`config.mk`:
```
export PLATFORM = sky130hd
export DESIGN_NAME = alt_vipvfr131_common_avalon_mm_burst_master
export DESIGN_NICKNAME = d
export VERILOG_FILES = /design/src/rtl/alt_vipvfr131_common_mm_pkg.sv /design/src/rtl/alt_vipvfr131_common_sync_fwft_fifo.sv /design/src/rtl/alt_vipvfr131_common_avalon_mm_burst_master.sv
export SDC_FILE = /design/constraint.sdc
export NUM_CORES = 2
export LEC_CHECK = 0
export ABC_CLOCK_PERIOD_IN_PS = 4790
export CAP_MARGIN = 20
export CORE_MARGIN = 2
export CORE_UTILIZATION = 57
export CTS_CLUSTER_DIAMETER = 200
export DETAILED_ROUTE_END_ITERATION = 10
export DONT_BUFFER_PORTS = 1
export PLACE_DENSITY = 0.75
export SYNTH_ARGS = -nofsm -noshare
export SYNTH_HDL_FRONTEND = slang
export SYNTH_SLANG_ARGS = --single-unit
```
`constraint.sdc`:
```
create_clock -name clock -period 4.79 [get_ports clock]
set_clock_uncertainty 0.05 [all_clocks]
set_input_delay 0.958 -clock clock [delete_from_list [all_inputs] [get_ports clock]]
set_output_delay 0.958 -clock clock [all_outputs]
set_load 0.005 [all_outputs]
```
`src/rtl/alt_vipvfr131_common_mm_pkg.sv`:
```
// Shared types and helpers for the VIP Avalon-MM burst master and its FIFOs.
package alt_vipvfr131_common_mm_pkg;

  typedef enum logic [1:0] {
    ST_IDLE     = 2'd0,
    ST_RD_ISSUE = 2'd1,
    ST_WR_WAIT  = 2'd2,
    ST_WR_BURST = 2'd3
  } mm_state_e;

  function automatic int clog2(input int value);
    int result;
    result = 0;
    while ((1 << result) < value) result++;
    return result;
  endfunction

endpackage

```
`src/rtl/alt_vipvfr131_common_sync_fwft_fifo.sv`:
```
// Single-clock first-word-fall-through FIFO with occupancy count; the head is valid
// whenever used != 0. DEPTH must be a power of two and at least 2.
module alt_vipvfr131_common_sync_fwft_fifo
  import alt_vipvfr131_common_mm_pkg::*;
#(
  parameter int DEPTH = 32,
  parameter int WIDTH = 32,
  localparam int AW = clog2(DEPTH)
) (
  input  logic             clock,
  input  logic             reset,
  input  logic             push,
  input  logic [WIDTH-1:0] push_data,
  input  logic             pop,
  output logic [WIDTH-1:0] pop_data,
  output logic [AW:0]      used
);

  localparam logic [AW:0] FULL_COUNT = (AW+1)'(DEPTH);

  logic [WIDTH-1:0] mem_q [DEPTH];
  logic [AW-1:0]    wr_ptr_q;
  logic [AW-1:0]    rd_ptr_q;
  logic [AW:0]      used_q;

  // NOTE: sequential state uses non-blocking assignments so every flop samples pre-edge values.
  always_ff @(posedge clock or posedge reset) begin
    if (reset) begin
      wr_ptr_q <= '0;
      rd_ptr_q <= '0;
      used_q   <= '0;
    end else begin
      if (push) wr_ptr_q <= wr_ptr_q + 1'b1;
      if (pop)  rd_ptr_q <= rd_ptr_q + 1'b1;
      used_q <= used_q + {{AW{1'b0}}, push} - {{AW{1'b0}}, pop};
    end
  end

  // NOTE: the storage array is deliberately not reset; used_q alone decides what is visible.
  always_ff @(posedge clock) begin
    if (push) mem_q[wr_ptr_q] <= push_data;
  end

  assign pop_data = mem_q[rd_ptr_q];
  assign used     = used_q;

  always @(posedge clock) begin
    if (!reset) begin
      assert (!(push && !pop && used_q == FULL_COUNT));
      assert (!(pop && used_q == '0));
    end
  end

endmodule

```
`src/rtl/alt_vipvfr131_common_avalon_mm_burst_master.sv`:
```
// Avalon-MM bursting master: splits read/write commands into bursts of at most MAX_BURST
// words, credit-limits reads by read-FIFO space and issues writes only when fully buffered.
module alt_vipvfr131_common_avalon_mm_burst_master
  import alt_vipvfr131_common_mm_pkg::*;
#(
  parameter int ADDR_WIDTH       = 32,
  parameter int DATA_WIDTH       = 32,
  parameter int BURST_WIDTH      = 6,
  parameter int MAX_BURST        = 16,
  parameter int LEN_WIDTH        = 16,
  parameter int RDATA_FIFO_DEPTH = 32,
  parameter int WDATA_FIFO_DEPTH = 32,
  parameter int READ_USED        = 1,
  parameter int WRITE_USED       = 1
) (
  input  logic                   clock,
  input  logic                   reset,
  input  logic                   cmd_valid,
  output logic                   cmd_ready,
  input  logic                   cmd_write,
  input  logic [ADDR_WIDTH-1:0]  cmd_addr,
  input  logic [LEN_WIDTH-1:0]   cmd_len,
  input  logic [DATA_WIDTH-1:0]  wr_data,
  input  logic                   wr_valid,
  output logic                   wr_ready,
  output logic [DATA_WIDTH-1:0]  rd_data,
  output logic                   rd_valid,
  input  logic                   rd_ready,
  output logic                   busy,
  output logic [ADDR_WIDTH-1:0]  av_address,
  output logic [BURST_WIDTH-1:0] av_burstcount,
  output logic [DATA_WIDTH-1:0]  av_writedata,
  output logic                   av_write,
  output logic                   av_read,
  input  logic [DATA_WIDTH-1:0]  av_readdata,
  input  logic                   av_readdatavalid,
  input  logic                   av_waitrequest
);

  localparam int BYTE_SHIFT = clog2(DATA_WIDTH / 8);
  localparam int RCW        = clog2(RDATA_FIFO_DEPTH) + 1;
  localparam int WCW        = clog2(WDATA_FIFO_DEPTH) + 1;
  localparam logic [RCW-1:0] RDEPTH_CNT = RCW'(RDATA_FIFO_DEPTH);
  localparam logic [WCW-1:0] WDEPTH_CNT = WCW'(WDATA_FIFO_DEPTH);

  mm_state_e              state_q, state_d;
  logic [ADDR_WIDTH-1:0]  cur_addr_q, cur_addr_d;
  logic [LEN_WIDTH-1:0]   remaining_q, remaining_d;
  logic [RCW-1:0]         outstanding_q, outstanding_d;
  logic                   av_read_q, av_read_d;
  logic                   av_write_q, av_write_d;
  logic [ADDR_WIDTH-1:0]  av_address_q, av_address_d;
  logic [BURST_WIDTH-1:0] av_burstcount_q, av_burstcount_d;
  logic [BURST_WIDTH-1:0] beat_cnt_q, beat_cnt_d;

  logic [BURST_WIDTH-1:0] blen;
  logic [RCW-1:0]         credit;
  logic [ADDR_WIDTH-1:0]  burst_bytes;
  logic [RCW-1:0]         rfifo_used;
  logic [WCW-1:0]         wfifo_used;
  logic [DATA_WIDTH-1:0]  rfifo_head;
  logic [DATA_WIDTH-1:0]  wfifo_head;
  logic                   rfifo_push, rfifo_pop, wfifo_push, wfifo_pop;
  logic                   rd_accept, wr_beat, last_burst;

  generate
    if (READ_USED != 0) begin : g_rd
      alt_vipvfr131_common_sync_fwft_fifo #(
        .DEPTH (RDATA_FIFO_DEPTH),
        .WIDTH (DATA_WIDTH)
      ) u_rd_fifo (
        .clock     (clock),
        .reset     (reset),
        .push      (rfifo_push),
        .push_data (av_readdata),
        .pop       (rfifo_pop),
        .pop_data  (rfifo_head),
        .used      (rfifo_used)
      );
    end else begin : g_no_rd
      assign rfifo_head = '0;
      assign rfifo_used = '0;
    end

    if (WRITE_USED != 0) begin : g_wr
      alt_vipvfr131_common_sync_fwft_fifo #(
        .DEPTH (WDATA_FIFO_DEPTH),
        .WIDTH (DATA_WIDTH)
      ) u_wr_fifo (
        .clock     (clock),
        .reset     (reset),
        .push      (wfifo_push),
        .push_data (wr_data),
        .pop       (wfifo_pop),
        .pop_data  (wfifo_head),
        .used      (wfifo_used)
      );
    end else begin : g_no_wr
      assign wfifo_head = '0;
      assign wfifo_used = '0;
    end
  endgenerate

  assign rfifo_push  = (READ_USED != 0) && av_readdatavalid;
  assign rd_valid    = (rfifo_used != '0);
  assign rfifo_pop   = rd_valid && rd_ready;
  assign rd_data     = rfifo_head;

  assign wr_ready    = (WRITE_USED != 0) && (wfifo_used != WDEPTH_CNT);
  assign wfifo_push  = wr_valid && wr_ready;
  assign wr_beat     = av_write_q && !av_waitrequest;
  assign wfifo_pop   = wr_beat;

  assign rd_accept   = av_read_q && !av_waitrequest;
  assign blen        = (remaining_q > LEN_WIDTH'(MAX_BURST)) ? BURST_WIDTH'(MAX_BURST)
                                                             : BURST_WIDTH'(remaining_q);
  // Outstanding beats already own FIFO slots, so they count against the credit.
  assign credit      = RDEPTH_CNT - rfifo_used - outstanding_q;
  assign burst_bytes = ADDR_WIDTH'(av_burstcount_q) << BYTE_SHIFT;
  assign last_burst  = (remaining_q == LEN_WIDTH'(av_burstcount_q));

  assign outstanding_d = outstanding_q
                       + (rd_accept  ? RCW'(av_burstcount_q) : '0)
                       - (rfifo_push ? RCW'(1)               : '0);

  // NOTE: every signal written here gets a default first, so no path can infer a latch.
  always_comb begin
    state_d         = state_q;
    cur_addr_d      = cur_addr_q;
    remaining_d     = remaining_q;
    av_read_d       = av_read_q;
    av_write_d      = av_write_q;
    av_address_d    = av_address_q;
    av_burstcount_d = av_burstcount_q;
    beat_cnt_d      = beat_cnt_q;
    cmd_ready       = 1'b0;

    unique case (state_q)
      ST_IDLE: begin
        cmd_ready = 1'b1;
        if (cmd_valid) begin
          cur_addr_d  = cmd_addr;
          remaining_d = cmd_len;
          if (cmd_len != '0) begin
            if (cmd_write && (WRITE_USED != 0))       state_d = ST_WR_WAIT;
            else if (!cmd_write && (READ_USED != 0))  state_d = ST_RD_ISSUE;
          end
        end
      end

      ST_RD_ISSUE: begin
        if (av_read_q) begin
          if (!av_waitrequest) begin
            av_read_d   = 1'b0;
            remaining_d = remaining_q - LEN_WIDTH'(av_burstcount_q);
            cur_addr_d  = cur_addr_q + burst_bytes;
            if (last_burst) state_d = ST_IDLE;
          end
        end else if (32'(credit) >= 32'(blen)) begin
          av_read_d       = 1'b1;
          av_address_d    = cur_addr_q;
          av_burstcount_d = blen;
        end
      end

      ST_WR_WAIT: begin
        if (32'(wfifo_used) >= 32'(blen)) begin
          state_d         = ST_WR_BURST;
          av_write_d      = 1'b1;
          av_address_d    = cur_addr_q;
          av_burstcount_d = blen;
          beat_cnt_d      = '0;
        end
      end

      ST_WR_BURST: begin
        if (wr_beat) begin
          beat_cnt_d = beat_cnt_q + 1'b1;
          if (beat_cnt_q == av_burstcount_q - 1'b1) begin
            av_write_d  = 1'b0;
            remaining_d = remaining_q - LEN_WIDTH'(av_burstcount_q);
            cur_addr_d  = cur_addr_q + burst_bytes;
            state_d     = last_burst ? ST_IDLE : ST_WR_WAIT;
          end
        end
      end

      default: state_d = ST_IDLE;
    endcase
  end

  always_ff @(posedge clock or posedge reset) begin
    if (reset) begin
      state_q         <= ST_IDLE;
      cur_addr_q      <= '0;
      remaining_q     <= '0;
      outstanding_q   <= '0;
      av_read_q       <= 1'b0;
      av_write_q      <= 1'b0;
      av_address_q    <= '0;
      av_burstcount_q <= '0;
      beat_cnt_q      <= '0;
    end else begin
      state_q         <= state_d;
      cur_addr_q      <= cur_addr_d;
      remaining_q     <= remaining_d;
      outstanding_q   <= outstanding_d;
      av_read_q       <= av_read_d;
      av_write_q      <= av_write_d;
      av_address_q    <= av_address_d;
      av_burstcount_q <= av_burstcount_d;
      beat_cnt_q      <= beat_cnt_d;
    end
  end

  assign av_read       = av_read_q;
  assign av_write      = av_write_q;
  assign av_address    = av_address_q;
  assign av_burstcount = av_burstcount_q;
  assign av_writedata  = wfifo_head;
  assign busy          = (state_q != ST_IDLE) || (outstanding_q != '0);

endmodule

```
==> results <==
- The run finished with clean final reports.
- The number of instances in the placed design is 5809.
- In the post-synthesis netlist, the biggest area contributors are edfxtp_1 71%, mux4_2 17%, dfrtp_1 3.9%.
- The category of the worst setup path capture point is an output port.
- The synthesized cell area is 86080 µm².
- In this run the remaining antenna-violating nets after routing total 0.
- The CTS tree is done.
- The buffer cell driving the clock tree root is clkbuf_16.
- The power per cell area is about 520 nW/µm².
- The part of the total power dissipated in the clock network is 32.9%.
- By startpoint and endpoint, the worst setup path is classified as flip-flop to output port.
- The cell count after synthesis came out at 3856.
- The worst IR drop on VDD is about 0.38 mV.
- At the end of the flow, the number of nets in the layout was 4206.
- The leakage dissipation is 0.03040 µW.
- Clock tree synthesis found a total of 2182 sinks.
- The non-filler instance count after layout is 6206.
- The share of the clock period used by the worst path is between 90% and 100%.
- The worst slew margin relative to its limit is 27.15%.
- From bottom edge to top edge, the die measures 392.6 µm.
- The number of global-route vias before repair is 42064.
- Across all setup checks in the final design, the least slack found is 0.1614 ns.
- Net switching is a little over a quarter of the power.
- The proportion of layout cells with a drive suffix above 1 is 30.46%.
- The tightest hold path in the finished design has a slack of 0.1466 ns.
- The async set-reset flop share out of synthesis is ~6%.
- The average instance area after synthesis is 22.32 µm².
- After detailed routing, the total wire length is 200600 µm.
- For this design the total switching power over the nets is 13570 µW.
- The number of clock buffers added by TritonCTS is 209.
- The distinct cell type count of the synthesized netlist is 78.
- The sequential cell fraction of total power is between 40 and 50%.
- The overall routing resource usage is 26.46%.
- The worst path arrival time is 3.62 ns.
- The total half-perimeter wirelength after legalization and detailed placement is ~110000 µm.
- The share of Yosys cell area claimed by the top area cell type is 71.44%.
- The number of antenna violations at the first check in global routing came to 0.
- On the worst path, the slowest cell contributes a delay of 0.84 ns.
- The initial utilization of the core area, before any placement, comes to about 57%.
- The synthesis-to-layout area growth is 12.45%.
- The placed instances occupy a cell area of 89800 µm².
- Setup total negative slack on the finished layout was measured at 0 ns.
- The number of warning messages in the yosys log is 0.
- The number of max-slew violations in the final report was 0.
- The via count of the routed design is between 40000 and 50000.
- Among all flip-flop cells after synthesis, the most frequent one is edfxtp_1.
- The worst min-delay path class is input port to flip-flop.
- Port buffering added 0 buffers.
- The number of DRC markers after the initial detailed-route iteration is 5026.
- The full die area is 154100 µm².
- The critical path goes through buf_12, mux4_2, mux4_2, mux2_2.
- For the pin with the worst max-slew slack, the measured transition is 1.083 ns.
- Across all register-to-register paths, the minimum setup slack is between 0.6 and 0.7 ns.
- The worst setup path is launched from a flip-flop.
- The CTS clock-pin slew for the worst setup and hold paths is 0.06 ns.
- In the layout the commonest cells are 2048 x edfxtp_1, 640 x mux4_2, 211 x clkbuf_16.
- The via count normalized by instance count is 6.615.
- The most used cell along the critical path is mux4_2.
- Before CTS, the worst setup slack after placement is 0.7435 ns.
- The biggest area contributor in the post-synthesis netlist is edfxtp_1.
- Setup repair after global routing left no endpoint under its margin.
- The DRC violation count after routing is 0.
- The final-layout fill cell count is 9412.
- The portion of the post-synthesis area used by sequential elements is 75.34%.
- The total core area is approximately 150000 µm².
- The first-pass detailed-route iteration total is 5.
- Setup violations remaining at the end of the flow were counted as 0.
- Counting flops and latches in the post-synthesis netlist gives 2182.
- The congestion estimate from routability-driven global placement came to 0.8192.
- Per report_power, the combinational group accounts for a little over a fifth of the total.
- The clock latency reported for the late side of the worst-skew pair is 0.85 ns.
- The synthesized design contains 2048 enable-type register cells.
- 228 I/O pins were placed.
- The internal power contribution is 36690 µW.
- Dividing the detail-routed wire length by the instance count gives roughly 32 µm.
- The horizontal die dimension is 392.6 µm.
- For this design, the slowest cell found on the critical path is dfrtp_4.
- The H-tree was split into 4 levels.
- The clock passes through at most 3 buffers.
- Max-cap violations in this run came to 0.
- Buffers added to address setup during post-CTS repair amount to 0.
- The highest attainable clock frequency is 216.0 MHz.
- The pin count of the biggest net entering global routing is 78.
- The required time of the critical path is 3.78 ns.
- The floorplan has 142 rows.
- The first global-routing pass estimated about 290000 µm of wire.
- With fillers left out, the area of the finished cells amounts to 96800 µm².
- The count of final hold-check violations is 0.
- Of all nets on the critical path, the largest fanout is 37.
- The remaining global-route overflow is 0.
- The minimum clock period after layout is 4.629 ns.
- The library cell used most frequently in the layout, excluding fill and tap cells, is edfxtp_1.
logic make-up (layout without fill, tap and decap cells):
family | after synthesis | in the layout | share of synthesized area (%)
adders and majority gates | 80 | 80 | 1.212
xor gates and xnor gates | 41 | 41 | 0.4172
AOI/OAI and AO/OA | 233 | 233 | 1.816
and+or+nand+nor | 296 | 296 | 1.693
muxes | 746 | 746 | 18.19
buffers and inverters | 277 | 609 | 1.330
DFF | 2182 | 2182 | 75.34
other | 1 | 3 | 0.004356
per-layer routing:
layer | vias up | GRT usage (%) | wire, µm | part of all wire, %
met4 | 0 | 6.486 | 3984 | 2.0
met1 | 21881 | 38.06 | 77810 | 39
li1 | 16548 | - | - | -
met3 | 299 | 7.059 | 22150 | 11
met5 | - | 0 | 0 | 0
met2 | 2322 | 41.07 | 96690 | 48
flip-flops by register name, summed over array words and instances, names as in the netlist:
name and flops:
av_address 32, av_burstcount 6, av_read 1, av_write 1, beat_cnt_q 6, cur_addr_q 32
g_rd.u_rd_fifo.mem_q 1024, g_rd.u_rd_fifo.rd_ptr_q 5, g_rd.u_rd_fifo.used 6, g_rd.u_rd_fifo.wr_ptr_q 5, g_wr.u_wr_fifo.mem_q 1024, g_wr.u_wr_fifo.rd_ptr_q 5
g_wr.u_wr_fifo.used 6, g_wr.u_wr_fifo.wr_ptr_q 5, outstanding_q 6, remaining_q 16, state_q 2
through the flow:
stage | util (%) | total power [µW]
after floorplan | - | 30790
after global placement | 59.89 | 33790
after detailed placement | 59.89 | 33960
after CTS | 64.52 | 50530
after global routing | 64.55 | 51960
final | 64.55 | 50260
cell usage after synthesis, drive strengths merged (5+ instances only):
| library cell | count |
|---|---|
| o21bai | 5 |
| buf | 75 |
| o22a | 5 |
| o21a | 8 |
| xor2 | 10 |
| mux2 | 99 |
| mux4 | 640 |
| and2 | 8 |
| ha | 73 |
| clkbuf | 123 |
| dfrtp | 134 |
| nor2b | 8 |
| nor4 | 8 |
| a22o | 6 |
| nand2 | 68 |
| a211oi | 11 |
| or2 | 6 |
| nor2 | 109 |
| inv | 79 |
| mux2i | 7 |
| edfxtp | 2048 |
| nand4 | 28 |
| o21ai | 61 |
| a2bb2oi | 18 |
| or3 | 7 |
| a31oi | 12 |
| nand3b | 6 |
| a21o | 10 |
| a21oi | 50 |
| nand3 | 14 |
| o22ai | 11 |
| nor3 | 17 |
| xnor2 | 31 |
| and3 | 6 |
| fa | 6 |
worst paths after layout:
check,cells past startpoint,startpoint,endpoint
setup / recovery,4,g_rd.u_rd_fifo.rd_ptr_q[0]$_DFFE_PP0P_,rd_data[20]
hold / removal,1,av_readdatavalid,g_rd.u_rd_fifo.wr_ptr_q[0]$_DFFE_PP0P_
setup reg to reg,13,g_rd.u_rd_fifo.used[1]$_DFF_PP0_,av_address[7]$_DFFE_PP0P_
hold reg to reg,2,remaining_q[0]$_DFFE_PP0P_,remaining_q[0]$_DFFE_PP0P_
max in group asynchronous,3,reset,cur_addr_q[6]$_DFFE_PP0P_
min in group asynchronous,2,reset,g_rd.u_rd_fifo.used[5]$_DFF_PP0_
layout make-up:
cell class / instances / area [µm²] / share of cell area (%)
sequential: 2182 / 64880 / 67.03
multi-input combinational: 1398 / 20600 / 21.28
clock buffer: 265 / 5503 / 5.685
tap: 2016 / 2522 / 2.606
timing repair buffer: 137 / 1555 / 1.607
clock inverter: 128 / 1426 / 1.474
inverter: 79 / 301.5 / 0.3115
antenna: 1 / 2.502 / 0.002585
power groups by stage:
stage	Combinational (µW)	Sequential [µW]	Clock [µW]
2_1_floorplan	7850	22900	0
3_3_place_gp	10400	23400	0
3_5_place_dp	10500	23500	0
4_1_cts	10600	23200	16700
5_1_grt	11300	23200	17400
6_report	10600	23100	16600
worst max-delay path, delay by kind of cell (launching register included):
kind / cells / cell delay (ns)
buffers and inverters: 1 / 0.36
flip-flops: 1 / 0.84
multiplexers: 3 / 1.47
repair_timing:
item	in CTS	in global routing
endpoints found under the hold margin	28	0
hold buffers	1	0
resized for setup	0	1
setup endpoints to repair	0	1
Power figures use the tool's default switching activity.
